--- src/rtl/tcp_test_pkg.sv ---
// -----------------------------------------------------------------------------
// tcp_test_pkg
// Shared constants and types for the TCP test-data TX path (CLK156M domain).
//   BYTES_PER_WORD : bytes carried by one 64-bit data word
//   BCNT_W         : width of a byte-count field (holds 0..15)
//   state_e        : packer state, IDLE (no residue) / PACK (residue held)
// -----------------------------------------------------------------------------
package tcp_test_pkg;

  localparam int BYTES_PER_WORD = 8;
  localparam int BCNT_W         = 4;

  typedef enum logic [0:0] {
    IDLE = 1'b0,
    PACK = 1'b1
  } state_e;

endpackage : tcp_test_pkg

--- src/rtl/tcp_byte_merge.sv ---
// -----------------------------------------------------------------------------
// tcp_byte_merge
// Purely combinational merge of the held residue with the incoming word.
// Byte 0 of the result is the oldest residue byte; the incoming bytes follow
// directly after the last residue byte. Bytes beyond the total are zero, so a
// flush word comes out zero-padded for free.
// Ports:
//   res_i    : residue bytes 0..6 (byte k at [8k+7:8k])
//   rcnt_i   : number of valid residue bytes (0..7)
//   in_d_i   : incoming data word
//   in_b_i   : valid incoming bytes, already clamped to 0..8
//   merged_o : 15-byte merged vector
//   total_o  : rcnt_i + in_b_i (0..15)
// -----------------------------------------------------------------------------
module tcp_byte_merge
  import tcp_test_pkg::*;
(
  input  logic [8*(BYTES_PER_WORD-1)-1:0] res_i,
  input  logic [2:0]                      rcnt_i,
  input  logic [8*BYTES_PER_WORD-1:0]     in_d_i,
  input  logic [BCNT_W-1:0]               in_b_i,
  output logic [8*(2*BYTES_PER_WORD-1)-1:0] merged_o,
  output logic [BCNT_W-1:0]               total_o
);

  logic [8*(BYTES_PER_WORD-1)-1:0] res_m;
  logic [8*BYTES_PER_WORD-1:0]     din_m;

  // NOTE: every variable driven here gets a default first, so no path can
  // leave it unassigned and infer a latch.
  always_comb begin
    res_m = '0;
    din_m = '0;
    // Mask off stale bytes so nothing beyond the valid counts leaks out.
    for (int k = 0; k < BYTES_PER_WORD - 1; k++) begin
      if (3'(k) < rcnt_i) res_m[8*k +: 8] = res_i[8*k +: 8];
    end
    for (int k = 0; k < BYTES_PER_WORD; k++) begin
      if (BCNT_W'(k) < in_b_i) din_m[8*k +: 8] = in_d_i[8*k +: 8];
    end
    merged_o = ({56'b0, din_m} << {rcnt_i, 3'b000}) | {64'b0, res_m};
    total_o  = {1'b0, rcnt_i} + in_b_i;
  end

endmodule : tcp_byte_merge

--- src/rtl/tcp_tx_packer.sv ---
// -----------------------------------------------------------------------------
// tcp_tx_packer
// Repacks variable-width (0..8 byte) words from the test data generator into
// dense 8-byte words for SiTCPXG. Partial residue is emitted on FLUSH or after
// FLUSH_TIMEOUT idle cycles. Output has one cycle of latency.
// Ports:
//   CLK156M     : 156.25 MHz clock
//   RSTs_N      : synchronous reset, active-low
//   ESTABLISHED : connection up; when low, input is discarded and residue dropped
//   IN_D / IN_B : input data and valid byte count (values above 8 act as 8)
//   IN_AFULL    : registered back-pressure upstream
//   FLUSH       : single-cycle request to emit the residue
//   OUT_D/OUT_B : packed data and its byte count (0, 8, or 1..7 on a flush)
//   OUT_AFULL   : almost-full from SiTCPXG
//   TX_BYTES    : bytes emitted since reset, wraps modulo 2^64
//   ERR_B       : sticky, set when IN_B > 8 is seen
// -----------------------------------------------------------------------------
module tcp_tx_packer
  import tcp_test_pkg::*;
#(
  parameter int FLUSH_TIMEOUT = 64,
  parameter int TOUT_W        = 16
) (
  input  logic                  CLK156M,
  input  logic                  RSTs_N,
  input  logic                  ESTABLISHED,
  input  logic [63:0]           IN_D,
  input  logic [BCNT_W-1:0]     IN_B,
  output logic                  IN_AFULL,
  input  logic                  FLUSH,
  output logic [63:0]           OUT_D,
  output logic [BCNT_W-1:0]     OUT_B,
  input  logic                  OUT_AFULL,
  output logic [63:0]           TX_BYTES,
  output logic                  ERR_B
);

  localparam logic [BCNT_W-1:0] WORD_B = BCNT_W'(BYTES_PER_WORD);
  localparam logic [TOUT_W-1:0] TOUT   = TOUT_W'(FLUSH_TIMEOUT);

  logic [55:0]        res_q,  res_d;
  logic [2:0]         rcnt_q, rcnt_d;
  logic               pend_q, pend_d;
  logic [TOUT_W-1:0]  idle_q, idle_d;
  state_e             state_q, state_d;
  logic [63:0]        out_d_q, out_d_d;
  logic [BCNT_W-1:0]  out_b_q, out_b_d;
  logic               afull_q;
  logic [63:0]        tx_q;
  logic               err_q;

  logic [BCNT_W-1:0]  in_b_c;
  logic [119:0]       merged;
  logic [BCNT_W-1:0]  total;
  logic               flush_c;

  assign in_b_c = (IN_B > WORD_B) ? WORD_B : IN_B;

  tcp_byte_merge u_merge (
    .res_i    (res_q),
    .rcnt_i   (rcnt_q),
    .in_d_i   (IN_D),
    .in_b_i   (in_b_c),
    .merged_o (merged),
    .total_o  (total)
  );

  // A pending spill remainder keeps the flush alive for one more cycle.
  assign flush_c = FLUSH | pend_q | ((state_q == PACK) && (idle_q == TOUT));

  always_comb begin
    res_d   = '0;
    rcnt_d  = '0;
    pend_d  = 1'b0;
    out_d_d = '0;
    out_b_d = '0;
    if (ESTABLISHED) begin
      // total[2:0] is both the residue for total < 8 and total-8 otherwise.
      rcnt_d = total[2:0];
      if (total >= WORD_B) begin
        out_d_d = merged[63:0];
        out_b_d = WORD_B;
        res_d   = merged[119:64];
        pend_d  = flush_c && (total != WORD_B);
      end else if (flush_c && (total != '0)) begin
        out_d_d = merged[63:0];
        out_b_d = total;
        rcnt_d  = '0;
      end else begin
        res_d = merged[55:0];
      end
    end

    state_d = (rcnt_d != '0) ? PACK : IDLE;

    // Idle run only counts while residue is held and nothing arrives.
    idle_d = '0;
    if ((state_d == PACK) && (state_q == PACK) && (in_b_c == '0)) begin
      idle_d = (idle_q == TOUT) ? idle_q : idle_q + 1'b1;
    end
  end

  // NOTE: sequential state is updated with non-blocking assignments only, so
  // every register samples the pre-edge values regardless of statement order.
  always_ff @(posedge CLK156M) begin
    if (!RSTs_N) begin
      res_q   <= '0;
      rcnt_q  <= '0;
      pend_q  <= 1'b0;
      idle_q  <= '0;
      state_q <= IDLE;
      out_d_q <= '0;
      out_b_q <= '0;
      afull_q <= 1'b1;
      tx_q    <= '0;
      err_q   <= 1'b0;
    end else begin
      res_q   <= res_d;
      rcnt_q  <= rcnt_d;
      pend_q  <= pend_d;
      idle_q  <= idle_d;
      state_q <= state_d;
      out_d_q <= out_d_d;
      out_b_q <= out_b_d;
      afull_q <= OUT_AFULL | ~ESTABLISHED;
      tx_q    <= tx_q + 64'(out_b_d);
      err_q   <= err_q | (ESTABLISHED && (IN_B > WORD_B));
    end
  end

  assign IN_AFULL = afull_q;
  assign OUT_D    = out_d_q;
  assign OUT_B    = out_b_q;
  assign TX_BYTES = tx_q;
  assign ERR_B    = err_q;

endmodule : tcp_tx_packer

--- config.mk ---
export PLATFORM = sky130hd
export DESIGN_NAME = tcp_tx_packer
export DESIGN_NICKNAME = d
export VERILOG_FILES = /design/src/rtl/tcp_test_pkg.sv /design/src/rtl/tcp_byte_merge.sv /design/src/rtl/tcp_tx_packer.sv
export SDC_FILE = /design/constraint.sdc
export NUM_CORES = 1
export LEC_CHECK = 0
export ABC_AREA = 0
export BUFFER_PORTS_ARGS = -buffer_cell sky130_fd_sc_hd__buf_2
export CAP_MARGIN = 20
export CORE_MARGIN = 5
export CORE_UTILIZATION = 50
export DETAILED_ROUTE_END_ITERATION = 8
export PLACE_DENSITY = 0.8
export SETUP_SLACK_MARGIN = 0.02
export SLEW_MARGIN = 20
export SYNTH_ARGS = -nofsm -noshare
export SYNTH_HDL_FRONTEND = slang
export SYNTH_SLANG_ARGS = --single-unit
--- constraint.sdc ---
create_clock -name CLK156M -period 16.1 [get_ports CLK156M]
set_input_delay 4.83 -clock CLK156M [delete_from_list [all_inputs] [get_ports CLK156M]]
set_output_delay 4.83 -clock CLK156M [all_outputs]
set_load 0.03 [all_outputs]
[Yosys cells after proc, flatten, opt, wreduce, memory -nomap -nowiden]
Cells that the tools add are included.
Cells by class
  reduce and logical (&&, ||, !) cells: 12
  equal/unequal tests: 2
  add/subtract/negate cells: 3
  bitwise gates (word level): 6
  mux-type cells: 27
  shift operators: 1
  $lt $le $gt $ge: 17
Operators by type and width (count)
  $mux 64: 2
  $mux 8: 15
  $or 120x56->120: 1
  $shl 64x6->120: 1
  $mux 56: 2
  $add 64x4->64: 1
  $add 16x1->16 const B: 1
  $eq 16x7->1 const B: 1
  $lt 3x4->1 const A: 4
  $mux 4: 4
  $lt 3x3->1 const A: 3
  $mux 3: 3
  $lt 1x4->1 const A: 2
  $lt 2x4->1 const A: 2
  $logic_and 1x1->1: 6
  $lt 1x3->1 const A: 2
  $lt 2x3->1 const A: 2
  $add 3x4->4: 1
  $ge 4x4->1 const B: 1
  $gt 4x4->1 const B: 1
  $logic_not 4->1: 1
  $ne 4x4->1 const B: 1
  $or 1x1->1: 4
  $reduce_and 2->1: 2
  5 further kinds: 5
Storage, ports and cells
  logic and storage cells: 78
  input port bits: 73
  flip-flop bits (word level): 211
  output and inout bits: 134

[Longest topological paths before layout]
  word-level depth: 13
  gate-level depth with buffers: 20
  depth with buffers taken out: 14

[Cells and area by module]
From an unflattened synthesis, not the netlist that was laid out.
Unflattened totals
  cells, all modules: 1316
  area total of the unflattened synthesis: 11162.0 µm²
Modules (own cells, without submodules)
  tcp_tx_packer: instances 1, area each 7718.7 µm², cells each 766, sequential area each 4224.1 µm²
  tcp_byte_merge: instances 1, area each 3443.3 µm², cells each 550, sequential area each 0.0 µm²

[Least setup slack after synthesis]
OpenSTA, ideal clock, no wires.
  path type: input-to-reg
  start point: input port IN_B[3]
  end point: register tx_q[28] (netlist: TX_BYTES[28])
  cell stages on the path: 20
  setup time: 0.128 ns
  buffers on the path: 6
  setup slack: 7.155 ns
  data required time: 15.972 ns
  data arrival time: 8.817 ns
  cells stage by stage: buf_2 > clkbuf_1 > clkbuf_1 > buf_1 > nor2b_1 > ha_1 > nand3_1 > a21oi_2 > nor2_1 > nor2_1 > and3_1 > ha_1 > fa_1 > a21o_1 > a21oi_1 > nand4b_2 > buf_2 > buf_2 > xnor2_1 > nor2_1
Between the ends
  cells in the longest elaborated chain, start to end: 9
  elaborated cells on any way between the ends: 10
  those cells by class: add/sub: 2; order compare: 2; mux: 4; reduce/logical: 2
Ends and longest elaborated chain
  start, declared: RTL line tcp_tx_packer.sv:28  | input logic [BCNT_W-1:0] IN_B,
  $gt 4x4->1: RTL line tcp_tx_packer.sv:57  | assign in_b_c = (IN_B > WORD_B) ? WORD_B : IN_B;
  $mux 4 *: RTL line tcp_tx_packer.sv:57
  $add 3x4->4 *: RTL line tcp_byte_merge.sv:42  | total_o = {1'b0, rcnt_i} + in_b_i;
  branches (longest 3 deep; another with $ge 4x4->1)
  $mux 4 *: RTL line tcp_tx_packer.sv:80  | if (total >= WORD_B) begin
  $mux 4 *: RTL line tcp_tx_packer.sv:77  | if (ESTABLISHED) begin
  net out_b_d[0]: RTL line tcp_tx_packer.sv:47  | logic [BCNT_W-1:0] out_b_q, out_b_d;
  $add 64x4->64 *: RTL line tcp_tx_packer.sv:126  | tx_q <= tx_q + 64'(out_b_d);
  end signal, assigned: RTL line tcp_tx_packer.sv:126
  end, declared: RTL line tcp_tx_packer.sv:49  | logic [63:0] tx_q;
Mark *: on every way through the listed nets, which the timed path passes.
A chain may end at the register's enable or synchronous reset.

[Worst setup path in the final report]
  start point: input port IN_B[3]
  end point: register tx_q[48] (netlist: TX_BYTES[48])
Same word-level chain as after synthesis.

==> out/results.tsv <==
metric	value	unit
grt_setup_unrepaired	no	
drive_gt1_frac	0.225	
cp-start-kind	primary input	
synthToLayoutAreaGrowth	17.1	%
wl	35200	um
fin_crit	8.80	ns
arrival	9.24	ns
insertion_delay	0.51	ns
worst_pin_slew	1.06	ns
status	complete, no violations	
cts_hold_buf	0	
grt_usage	0.269	
path_max_fanout	45	
die_w	156	um
antenna_found_initial	4	
slew_headroom	0.289	
finClkSkew	0.00991	ns
grt_pass1_vias	9725	
layout_setup_ws	7.30	ns
grt_pass1_wl	53300	um
yosys_warnings	0	
num-nets-final	1461	
synth.most_common_cell	dfxtp_1	
yosysTopAreaCellShare	0.395	
netlist_top_cells_area	dfxtp_1 40%, nor2_1 4.7%, mux2i_1 3.9%, a21oi_1 3.3%, nand2_1 2.8%	
ys_ff_latch	211	
post_cts_buffers	0	
synthArstFlopShare	0	
synth_area	10700	um^2
drt_iter0_markers	1333	
place_hpwl	25100	um
max_freq	0.114	GHz
synth-edff-count	0	
wl_per_cell	21.1	um
cts_made_buffers	23	
syn_inst	1235	
fin_tns_setup	0	ns
powerDensity	97.2	nW/um^2
ys.flop_type	dfxtp_1	
peakVddDrop	0.0703	mV
synth.distinct_cells	71	
final_hold_viol_count	0	
viasPerCell	6.50	
cts_sinks	211	
clk_pin_slew	0.06	ns
ctsResizeCount	0	
synth_top_area_cell	dfxtp_1	
first_pass_iters	7	
initial_core_util	0.508	
setup_viol	0	
p_leak	4.81	nW
clockBufferDepth	3	
endpoint_kind	flop	
die_area	24400	um^2
power	1.22	mW
core_area	21000	um^2
min_path_cells	2	
critical_path_class	in -> reg	
gp_congestion	1.02	
worstRegToRegCells	14	
io_buffers	206	
final_cells	1670	
netlist_top_cells_count	211 x dfxtp_1, 135 x nor2_1, 81 x nand2_1	
cts_tree	done	
holdWs	0.489	ns
h-tree-depth	1	
post-route-drc-count	0	
die_h	156	um
synth_nets	1319	
num_vias	10800	
dp.cells	1626	
overflow	0	
rows	53	
min_path_type	reg -> reg	
grt_max_degree	101	
period_share	0.546	
seq_area_frac_synth	0.395	
dpl_worst_slack	6.83	ns
cap_violations	0	
slew_viol_final	0	
synth_area_per_cell	8.65	um^2
ant_nets	0	
cts_root_buf	clkbuf_16	
crit_required	16.54	ns
pin_count	207	
[through the flow]
step	area (um^2)	utilization
after CTS	12500	0.593
after detailed placement	11700	0.558
after floorplan	10700	-
after global placement	11700	0.558
after global routing	12500	0.595
final	12500	0.595
[cells in the final DEF (no fill, tap or decap), drive strengths merged, types with 21 or more instances in the layout]
master / count
a21oi: 72
a32oi: 32
buf: 218
clkbuf: 30
dfxtp: 211
mux2i: 42
nand2: 81
nand3: 35
nand4: 32
nor2: 137
nor3: 30
nor4: 22
o21ai: 47
o22ai: 40
or4: 22
xnor2: 21
[critical path, stage by stage]
cell and delay, ns:
buf_2 0.58, nor2b_1 0.11, ha_1 0.35, a21oi_1 0.23
and3_4 0.26, nor2_1 0.05, nor2_1 0.27, and3_1 0.21
ha_1 0.20, fa_1 0.23, a21o_1 0.15, a21oi_2 0.19
nand4b_2 0.69, or4_1 0.70, a21oi_1 0.16
[cells by family (layout without fill, tap and decap cells)]
| logic type | after synthesis | count (layout) | share of synthesized area |
|---|---|---|---|
| AO/OA/AOI/OAI | 353 | 353 | 0.244 |
| adder cells (fa/ha/maj) | 11 | 11 | 0.0143 |
| flip-flops | 211 | 211 | 0.395 |
| buffers and inverters | 114 | 272 | 0.0444 |
| multiplexers | 50 | 50 | 0.0478 |
| other | 0 | 2 | 0 |
| AND/OR/NAND/NOR | 458 | 458 | 0.222 |
| XOR/XNOR | 38 | 38 | 0.0312 |
[worst paths after layout]
path                                                end  slack (ns)                  from
worst max-delay path            TX_BYTES[48]$_SDFF_PN0_        7.30               IN_B[3]
worst min-delay path                   ERR_B$_SDFF_PN0_        0.49      ERR_B$_SDFF_PN0_
worst max register to register  TX_BYTES[48]$_SDFF_PN0_       11.55  rcnt_q[2]$_SDFF_PN0_
worst min register to register         ERR_B$_SDFF_PN0_        0.49      ERR_B$_SDFF_PN0_
[layout make-up]
cell class | count | area (um^2)
Fill cell | 1852 | 8510
Multi-Input combinational cell | 910 | 6010
Sequential cell | 211 | 4230
Timing Repair Buffer | 218 | 1130
Clock buffer | 30 | 652
Tap cell | 275 | 344
Clock inverter | 11 | 90.1
Inverter | 13 | 48.8
Antenna cell | 2 | 5.00
[per-layer routing]
layer	share of wire	track usage	up-vias
met1	0.38	0.358	5015
met4	0.047	0.101	6
met5	0.00094	0	-
met3	0.13	0.0807	146
met2	0.44	0.413	689
li1	-	-	4991
[report_power, final]
| part | switching (mW) | internal [mW] |
|---|---|---|
| logic | 0.111 | 0.0484 |
| registers | 0.00351 | 0.534 |
| clock network | 0.217 | 0.302 |
| total | 0.331 | 0.884 |
[state kept, by name, indices dropped and copies added, names as in the netlist]
name      flops
ERR_B         1
IN_AFULL      1
OUT_B         4
OUT_D        64
TX_BYTES     64
idle_q       16
pend_q        1
rcnt_q        3
res_q        56
state_q       1
Power figures use the tool's default switching activity.
